[src/rtl/pool_window_gen.sv]
// rtl/pool_window_gen.sv - 2x2 stride-2 window former feeding the LeNet max-pool stage
// Buffers one even row, pairs it with the odd row and emits one packed window per 2x2 block.
module pool_window_gen #(
  parameter int DATA_SIZE = 8,
  parameter int IMG_W     = 28,
  parameter int IMG_H     = 28
) (
  input  logic                   clk,
  input  logic                   rst_n,
  input  logic                   in_valid,
  output logic                   in_ready,
  input  logic [DATA_SIZE-1:0]   in_data,
  output logic                   out_valid,
  input  logic                   out_ready,
  output logic [4*DATA_SIZE-1:0] out_data,
  output logic                   out_last
);

  localparam int CW = (IMG_W > 2) ? $clog2(IMG_W) : 1;
  localparam int RW = (IMG_H > 2) ? $clog2(IMG_H) : 1;
  localparam logic [CW-1:0] COL_MAX = CW'(IMG_W - 1);
  localparam logic [RW-1:0] ROW_MAX = RW'(IMG_H - 1);
  localparam logic [CW-1:0] LSB_CLR = ~CW'(1);

  logic [DATA_SIZE-1:0] line_buf [IMG_W];
  logic [DATA_SIZE-1:0] hold;
  logic [CW-1:0]        col;
  logic [CW-1:0]        col_left;
  logic [RW-1:0]        row;
  logic                 accept;
  logic                 load;

  assign in_ready = !(out_valid && !out_ready);
  assign accept   = in_valid && in_ready;
  assign load     = accept && row[0] && col[0];
  // Bottom-right pixels sit on odd columns, so the left neighbour is col with bit 0 cleared.
  assign col_left = col & LSB_CLR;

  always_ff @(posedge clk) begin
    if (!rst_n) begin
      col <= '0;
      row <= '0;
    end else if (accept) begin
      if (col == COL_MAX) begin
        col <= '0;
        row <= (row == ROW_MAX) ? '0 : row + RW'(1);
      end else begin
        col <= col + CW'(1);
      end
    end
  end

  always_ff @(posedge clk) begin
    if (accept && !row[0]) begin
      line_buf[col] <= in_data;
    end
  end

  always_ff @(posedge clk) begin
    if (!rst_n) begin
      hold <= '0;
    end else if (accept && row[0] && !col[0]) begin
      hold <= in_data;
    end
  end

  // A load can only happen when the output slot is empty or draining this cycle.
  always_ff @(posedge clk) begin
    if (!rst_n) begin
      out_valid <= 1'b0;
      out_last  <= 1'b0;
      out_data  <= '0;
    end else if (load) begin
      out_valid <= 1'b1;
      out_last  <= (row == ROW_MAX) && (col == COL_MAX);
      out_data  <= {line_buf[col_left], line_buf[col], hold, in_data};
    end else if (out_valid && out_ready) begin
      out_valid <= 1'b0;
      out_last  <= 1'b0;
    end
  end

endmodule

[config.mk]
export PLATFORM = sky130hd
export DESIGN_NAME = pool_window_gen
export DESIGN_NICKNAME = d
export VERILOG_FILES = /design/src/rtl/pool_window_gen.sv
export SDC_FILE = /design/constraint.sdc
export NUM_CORES = 1
export LEC_CHECK = 0
export CAP_MARGIN = 20
export CELL_PAD_IN_SITES_DETAIL_PLACEMENT = 1
export CELL_PAD_IN_SITES_GLOBAL_PLACEMENT = 1
export CORE_ASPECT_RATIO = 0.5
export CORE_MARGIN = 3
export CORE_UTILIZATION = 25
export CTS_BUF_LIST = sky130_fd_sc_hd__clkbuf_8 sky130_fd_sc_hd__clkbuf_16
export CTS_CLUSTER_DIAMETER = 200
export DETAILED_ROUTE_END_ITERATION = 8
export PLACE_DENSITY_LB_ADDON = 0.1
export SLEW_MARGIN = 0
export SYNTH_ARGS = -nofsm -noshare
export SYNTH_HDL_FRONTEND = slang
export SYNTH_SLANG_ARGS = --single-unit
[constraint.sdc]
create_clock -name clk -period 1.96 [get_ports clk]
set_input_delay 0.294 -clock clk [delete_from_list [all_inputs] [get_ports clk]]
set_output_delay 0.294 -clock clk [all_outputs]
set_load 0.1 [all_outputs]
Yosys cells after proc, flatten, opt, wreduce, memory -nomap -nowiden
Memories as Yosys holds them, arrays and structs flattened. A register that Yosys moved wholly into a read port is not among the register bits.
Index checks and enable logic that the tools add are counted.
- memories: 1
- register bits after elaboration: 52
- output and inout port bits: 35
- bits of input ports: 12
- memory bits (writable): 224
- memories (memory ; depth ; width ; read ports ; clocked after memory_dff ; write ports ; line ; RTL):
    line_buf ; 28 ; 8 ; 2 ; 2 ; 1 ; 25 ; logic [DATA_SIZE-1:0] line_buf [IMG_W];
- add/subtract/negate cells: 2
- reductions and logical operators: 16
- equal/unequal tests: 2
- multiplexer cells: 7
- operators with widths (operator ; count):
    5-bit by 1-bit adder with 5-bit output, second input constant ; 2
    5-bit equality test, second input constant ; 2
    5-bit 2-to-1 mux ; 2
    1-bit logical AND ; 8
    1-bit zero test ; 6
    1-bit 2-to-1 mux ; 5
    2-bit AND reduction ; 1
    2-bit nonzero test ; 1

Logic depth before layout (Yosys ltp)
Gate-level depths: netlist of run 1.
- word-level depth: 7
- mapped depth: 8
- depth with buffers taken out: 5

Worst setup path before layout of run 1
Ideal clock, no wire load.
- path kind: reg-to-reg
- start point: register out_valid
- end point: memory line_buf[27][0], enable pin
- setup time: 0.371 ns
- path slack: -0.650 ns
- path buffers: 1
- cell stages (with the launch flop): 6
- data arrival time: 2.239 ns
- period minus slack after synthesis: 2.610 ns
- cells stage by stage: dfxtp_1 -> nor2b_1 -> clkbuf_1 -> inv_2 -> nand3_1 -> nor2_1
- longest elaborated chain between the ends: 6
- ends and longest elaborated chain (what ; line ; RTL):
    from (decl) ; 13 ; output logic out_valid,
    from (signal assigned) ; 70 ; out_valid <= 1'b0;
    from (signal assigned) ; 74 ; out_valid <= 1'b1;
    from (signal assigned) ; 78 ; out_valid <= 1'b0;
    1-bit logical AND ; 33 ; assign in_ready = !(out_valid && !out_ready);
    1-bit zero test ; 33 ;
    net in_ready ; 11 ; output logic in_ready,
    1-bit logical AND ; 34 ; assign accept = in_valid && in_ready;
    1-bit logical AND ; 54 ; if (accept && !row[0]) begin
    1-bit 2-to-1 mux ; 54 ;
    1-bit 2-to-1 mux (not written as such) ; 55 ; line_buf[col] <= in_data;
    to (decl) ; 25 ;
The timed path passes the listed nets, and every way through them passes these cells.

==> metrics.txt, run 1 <==
clock skew=approximately 0.0078 ns; synthesized area per cell=about 16 um2; Initial Util=between 20 and 30%; period utilization=104%; CTS Buffer Depth=3; post-synth net total=between 600 and 700; Yosys top cell area share=between 60% and 70%; chip width=about 300 um; logic gate share of total power=6.2%; Pleak=about 4.8 nW; synth unique cells=48; mux cell area share after synthesis=approximately 14%; setup TNS=-0.289 ns; share of layout cells above drive strength 1=~39%; routed len/inst=22.8 um; Layout area overhead=33.1%; top post-synthesis cells by area=edfxtp_1, dfxtp_1, mux4_2; I/O pins=47; RSZ-0062 raised after global routing=true; internal power=0.0101 W; CTS Root Cell=clkbuf_16; H-tree level count=1; pre-CTS WS=-0.420 ns; Rel. slew slack=around 63%; CTS tree=done; Mapped Cells=about 660; PD cells=883 nW/um2; GP Congestion=roughly 0.76; ys flop type=edfxtp_1; post-synthesis async set-or-reset flop share=0%; Total GRT Usage=14.0%; Net Sw Frac=21.5%; Die Height=154 um; routed vias=roughly 6300; Sw Pwr=around 0.0028 W; post-synthesis xor/xnor area fraction=0.482%; CTS clock-pin slew for the worst setup and hold paths=about 0.060 ns; VDD IR-drop max=approximately 0.42 mV; Finished Core Util=34.1%; startpoint types=register; Rows=53; number of setup violations in the final report=6; status=complete, but fails checks; largest family of logic cells by synthesized area=multiplexers; DRT Wirelength=around 32000 um; DRC=0; worst setup margin=-0.0697 ns; crit path max fanout=7; most common cell in the netlist=edfxtp_1; Hold Crit Class=in -> reg; max-slew violations=0; number of non-filler instances in the completed layout=about 1400; critical path type=reg -> reg; Compound-Gate Fraction of Synth Area=under 10%; adder-cell share of the synthesized area=0.689%; Tmin final=2.03 ns; Sequential Power Share=between 40% and 50%; DP Cell Count=1354; initial DRC count=430; CP Capture Type=register; Yosys warnings=0; cell area after synthesis=10900 um2; EDFF count, synth=between 200 and 250; first-pass GRT wire length=approximately 47000 um; CTS buffer count=28; DRT Pass-1 Iters=4; ANT cells=0; initial antenna violation count=1; ANT nets after route=0; Clock power frac=between 40% and 50%; Vias/cell=4.43; measured slew at the worst slew-check pin=0.555 ns; core area=around 43000 um2; vias in the first global route=~6700; NumNets Final=between 800 and 900; most frequent cells after synthesis=edfxtp_1, nand2_1, dfxtp_1; max-cap viol count=0; critical path arrival=approximately 2.5 ns; Clock Latency Late Sink=roughly 0.56 ns; data required time of the worst path=between 2 and 2.5 ns; Yosys reg bits=~280; Fmax=493 MHz; post-DP HPWL=around 22000 um; CTS sink count=276; Placed Area=around 13000 um2; simple-gate portion of the synthesized area=around 7%; area leader, netlist=edfxtp_1; register area share after synthesis=a little under three quarters; Final Hold Fails=0; total die area=46300 um2; fin area=approximately 14000 um2; total grt overflow=0; Port Buffers=46; failing checks=setup timing; pin count of the biggest net entering global routing=35
## registers in the layout, indices dropped and copies added (netlist names)
signal / cells
line_buf: 224
out_data: 32
hold: 8
col: 5
row: 5
out_last: 1
out_valid: 1
## layout make-up
| cell class | instances | area (um2) |
|---|---|---|
| clock buffer | 29 | 726 |
| multi-input combinational | 342 | 3260 |
| sequential | 276 | 7780 |
| clock inverter | 23 | 229 |
| inverter | 6 | 25.0 |
| tap | 577 | 722 |
| timing repair buffer | 170 | 1750 |
| fill | 4329 | 28000 |
## power groups by stage
stage	Clock (W)	Sequential, W	Combinational, W
global route	0.00604	0.00639	0.000854
finish	0.00563	0.00639	0.000794
floorplan	0	0.00650	0.000321
global placement	0	0.00652	0.000713
detailed placement	0	0.00651	0.000714
CTS	0.00581	0.00639	0.000783
## cells by family (layout without fill, tap and decap cells)
logic type	count (synthesis)	after routing
adders and majority gates	6	6
DFF	276	276
and+or+nand+nor	169	169
xor gates and xnor gates	6	6
AOI/OAI and AO/OA	69	69
buffers and inverters	45	228
muxes	92	92
## layer usage
metal  vias up  global-route usage, %  wire length (um)
met5         -                      0                 0
met4         0                   2.78               605
met3        44                   2.88              1540
met2       106                   21.0             14000
met1      3278                   21.0             16300
li1       2880                      -                 -
## worst paths after layout
kind	start	endpoint	slack [ns]	cells after the start
worst min register to register	out_data[3]	out_data[3]	0.46	2
worst max register to register	col[1]	out_data[28]	-0.07	7
worst min-delay path	rst_n	out_data[17]	0.29	3
worst max-delay path	col[1]	out_data[28]	-0.07	7
## critical path, stage by stage, from the launching register on
cell and delay (ns):
dfxtp_4 0.45, buf_12 0.14, buf_12 0.14, mux4_2 0.50, mux2i_1 0.18, buf_4 0.19, nor2_2 0.04, a311o_1 0.27
## what timing repair did
action                                 in CTS  in global routing
pin swaps                                  13                 13
hold buffers                                0                  0
endpoints found under the hold margin       0                  0
buffers inserted                           13                  6
gates resized for setup                    42                 38
setup endpoints to repair                  84                129
## stage by stage
step           hold slack, ns  power [W]
3_3_place_gp            0.444    0.00723
3_5_place_dp            0.452    0.00723
5_1_grt                 0.272     0.0133
4_1_cts                 0.244     0.0130
6_report                0.289     0.0128
2_1_floorplan           0.393    0.00682
## cell usage in the layout, fill, tap and decap left out, types with 4 or more instances in the layout
cell type | netlist | final
a211oi_1 | 5 | 4
a21boi_1 | 19 | 19
a21oi_1 | 8 | 7
a311o_1 | 7 | 7
buf_12 | 0 | 30
buf_4 | 5 | 113
buf_6 | 2 | 11
buf_8 | 0 | 5
bufinv_16 | 0 | 5
clkbuf_16 | 0 | 29
clkdlybuf4s50_1 | 0 | 10
clkinv_1 | 0 | 7
clkinv_2 | 0 | 9
dfxtp_1 | 52 | 48
edfxtp_1 | 224 | 224
ha_1 | 6 | 4
inv_2 | 5 | 4
mux2_1 | 4 | 4
mux2_2 | 11 | 9
mux2i_1 | 31 | 29
mux4_2 | 46 | 46
nand2_1 | 64 | 61
nand3_1 | 13 | 13
nand4_1 | 4 | 4
nor2_1 | 47 | 15
nor2_2 | 0 | 8
nor2_4 | 0 | 24
nor2b_1 | 14 | 11
o211ai_1 | 4 | 4
o21ai_0 | 4 | 4
or3_1 | 5 | 4
Power figures use the tool's default switching activity.
==> run 2, diff against run 1 <==
- CORE_ASPECT_RATIO: 0.5 -> 1.75
- PLACE_DENSITY: not set -> 0.55
- PLACE_DENSITY_LB_ADDON: 0.1 -> not set
==> run 2 against run 1 <==
Compared with the run above:
- the flow still finishes with violations (setup timing)
- combinational power down 9.3%
- core utilization down 1.1 points
- wire length down 6.6%
- first-iteration DRC count down 12%
- final cell count down 2.7%
- critical path depth down 3
- hold slack better by 0.0024 ns
==> metrics.txt, run 2 (synthesis results as in run 1) <==
status=complete, but fails checks; failing checks=setup timing; core area=around 43000 um2; R2R Path Start=col[1]; RSZ-0062 raised after global routing=true; VDD IR-drop max=0.531 mV; total die area=roughly 46000 um2; CTS buffer count=25; DRC=0; fin area=about 14000 um2; DRT Pass-1 Iters=6; routed vias=6194; clock skew=about 0.025 ns; share of layout cells above drive strength 1=a little over a third; Sw Pwr=0.00266 W; crit path max fanout=7; number of setup violations in the final report=2; Total GRT Usage=between 10% and 20%; Final Hold Fails=0; post-DP HPWL=approximately 21000 um; commonest non-fill, non-tap cell in the layout=edfxtp_1; Die Height=between 200 and 300 um; Tot Pwr=0.0119 W; logic gate share of total power=~6.0%; biggest regs=line_buf x224, out_data x32, hold x8; pin count of the biggest net entering global routing=50; Reg-to-Reg End=out_data[16]; CTS Root Cell=clkbuf_16; hold depth=4; hold_sp=rst_n; max reg flops=approximately 220; CP Capture Type=register; Tmin final=between 2 and 2.5 ns; max-slew violations=0; ANT nets after route=0; flop2flop setup slack=-0.04 ns; CTS sink count=~280; Hold Crit Class=in -> reg; pre-CTS WS=-0.219 ns; Placed Area=about 13000 um2; startpoint types=register; Worst Reg2Reg Path Length in Cells=4; PD cells=845 nW/um2; total grt overflow=0; routed len/inst=~22 um; GP Congestion=between 0.7 and 0.8; measured slew at the worst slew-check pin=slightly above 0.5 ns; I/O pins=47; Rows=100; Sequential Power Share=~54%; Hold Slack=0.292 ns; Net Sw Frac=roughly 22%; setup TNS=-0.0413 ns; max-cap viol count=0; critical path arrival=~2.4 ns; CTS tree=done; DRT Wirelength=between 30000 and 40000 um; CTS Buffer Depth=3; first-pass GRT wire length=~45000 um; Clock Latency Late Sink=0.55 ns; Fill cells=~4400; worst setup margin=-0.0407 ns; Port Buffers=46; Clock power frac=40.5%; vias in the first global route=6813; period utilization=102%; Pleak=roughly 4.7 nW; Fmax=between 400 and 500 MHz; Vias/cell=4.48; hold endpoint=out_data[23]; Rel. slew slack=65.6%; Initial Util=25.5%; H-tree level count=1; initial DRC count=approximately 380; data required time of the worst path=~2.4 ns; initial antenna violation count=0; CTS clock-pin slew for the worst setup and hold paths=about 0.070 ns; critical path type=reg -> reg; NumNets Final=slightly above 800; Layout area overhead=29.5%; register with the most flip-flops=line_buf; chip width=164 um; internal power=approximately 0.0093 W; most frequent cells in the layout=edfxtp_1, buf_4, nand2_1; ANT cells=0
run 2: through the flow:
step	instances	util, %
after floorplan	663	-
after global placement	1327	30.5
after detailed placement	1327	30.5
after CTS	1375	32.5
after global routing	1384	33.0
final	1384	33.0
run 2: what timing repair did:
item / 4_1_cts / 5_1_grt
resized for setup: 9 / 24
pin swaps: 2 / 8
buffers inserted: 2 / 9
hold buffers: 0 / 0
gates cloned: 0 / 1
setup endpoints to repair: 72 / 76
run 2: power groups by stage:
stage               combinational (W)  sequential, W  clock (W)
global placement             0.000678        0.00651          0
floorplan                    0.000321        0.00650          0
global route                 0.000769        0.00638    0.00517
CTS                          0.000689        0.00637    0.00500
finish                       0.000720        0.00638    0.00483
detailed placement           0.000683        0.00651          0
run 2: how the worst max path moves through the flow:
stage	depth (start not counted)	startpoint	slack, ns	to
2_1_floorplan	6	col[2]	-0.06	line_buf[0][0]
3_3_place_gp	6	in_valid	-0.23	line_buf[5][7]
3_5_place_dp	5	in_valid	-0.22	out_data[27]
4_1_cts	5	col[1]	-0.07	out_data[16]
5_1_grt	4	col[1]	-0.09	out_data[16]
6_report	4	col[1]	-0.04	out_data[16]
run 2: final cells by class:
type | instances | area [um2] | area share (%)
clock buffers | 27 | 653 | 4.63
clock inverters | 19 | 145 | 1.03
inverters | 6 | 25.0 | 0.177
multi-input cells | 342 | 3140 | 22.3
flip-flops and latches | 276 | 7780 | 55.1
well taps | 561 | 702 | 4.97
repair buffers | 153 | 1660 | 11.8
run 2: layer usage:
metal  GRT usage (%)  part of all wire [%]
met1            14.1                    37
met2            27.1                    59
met3            1.30                   2.5
met4            3.89                   2.1
met5               0                     0
run 2: critical path, cell delays in order (launching register included):
cell and delay (ns):
dfxtp_4 0.45, mux4_2 0.54, mux4_2 0.49, nor2b_4 0.13, a311o_1 0.26
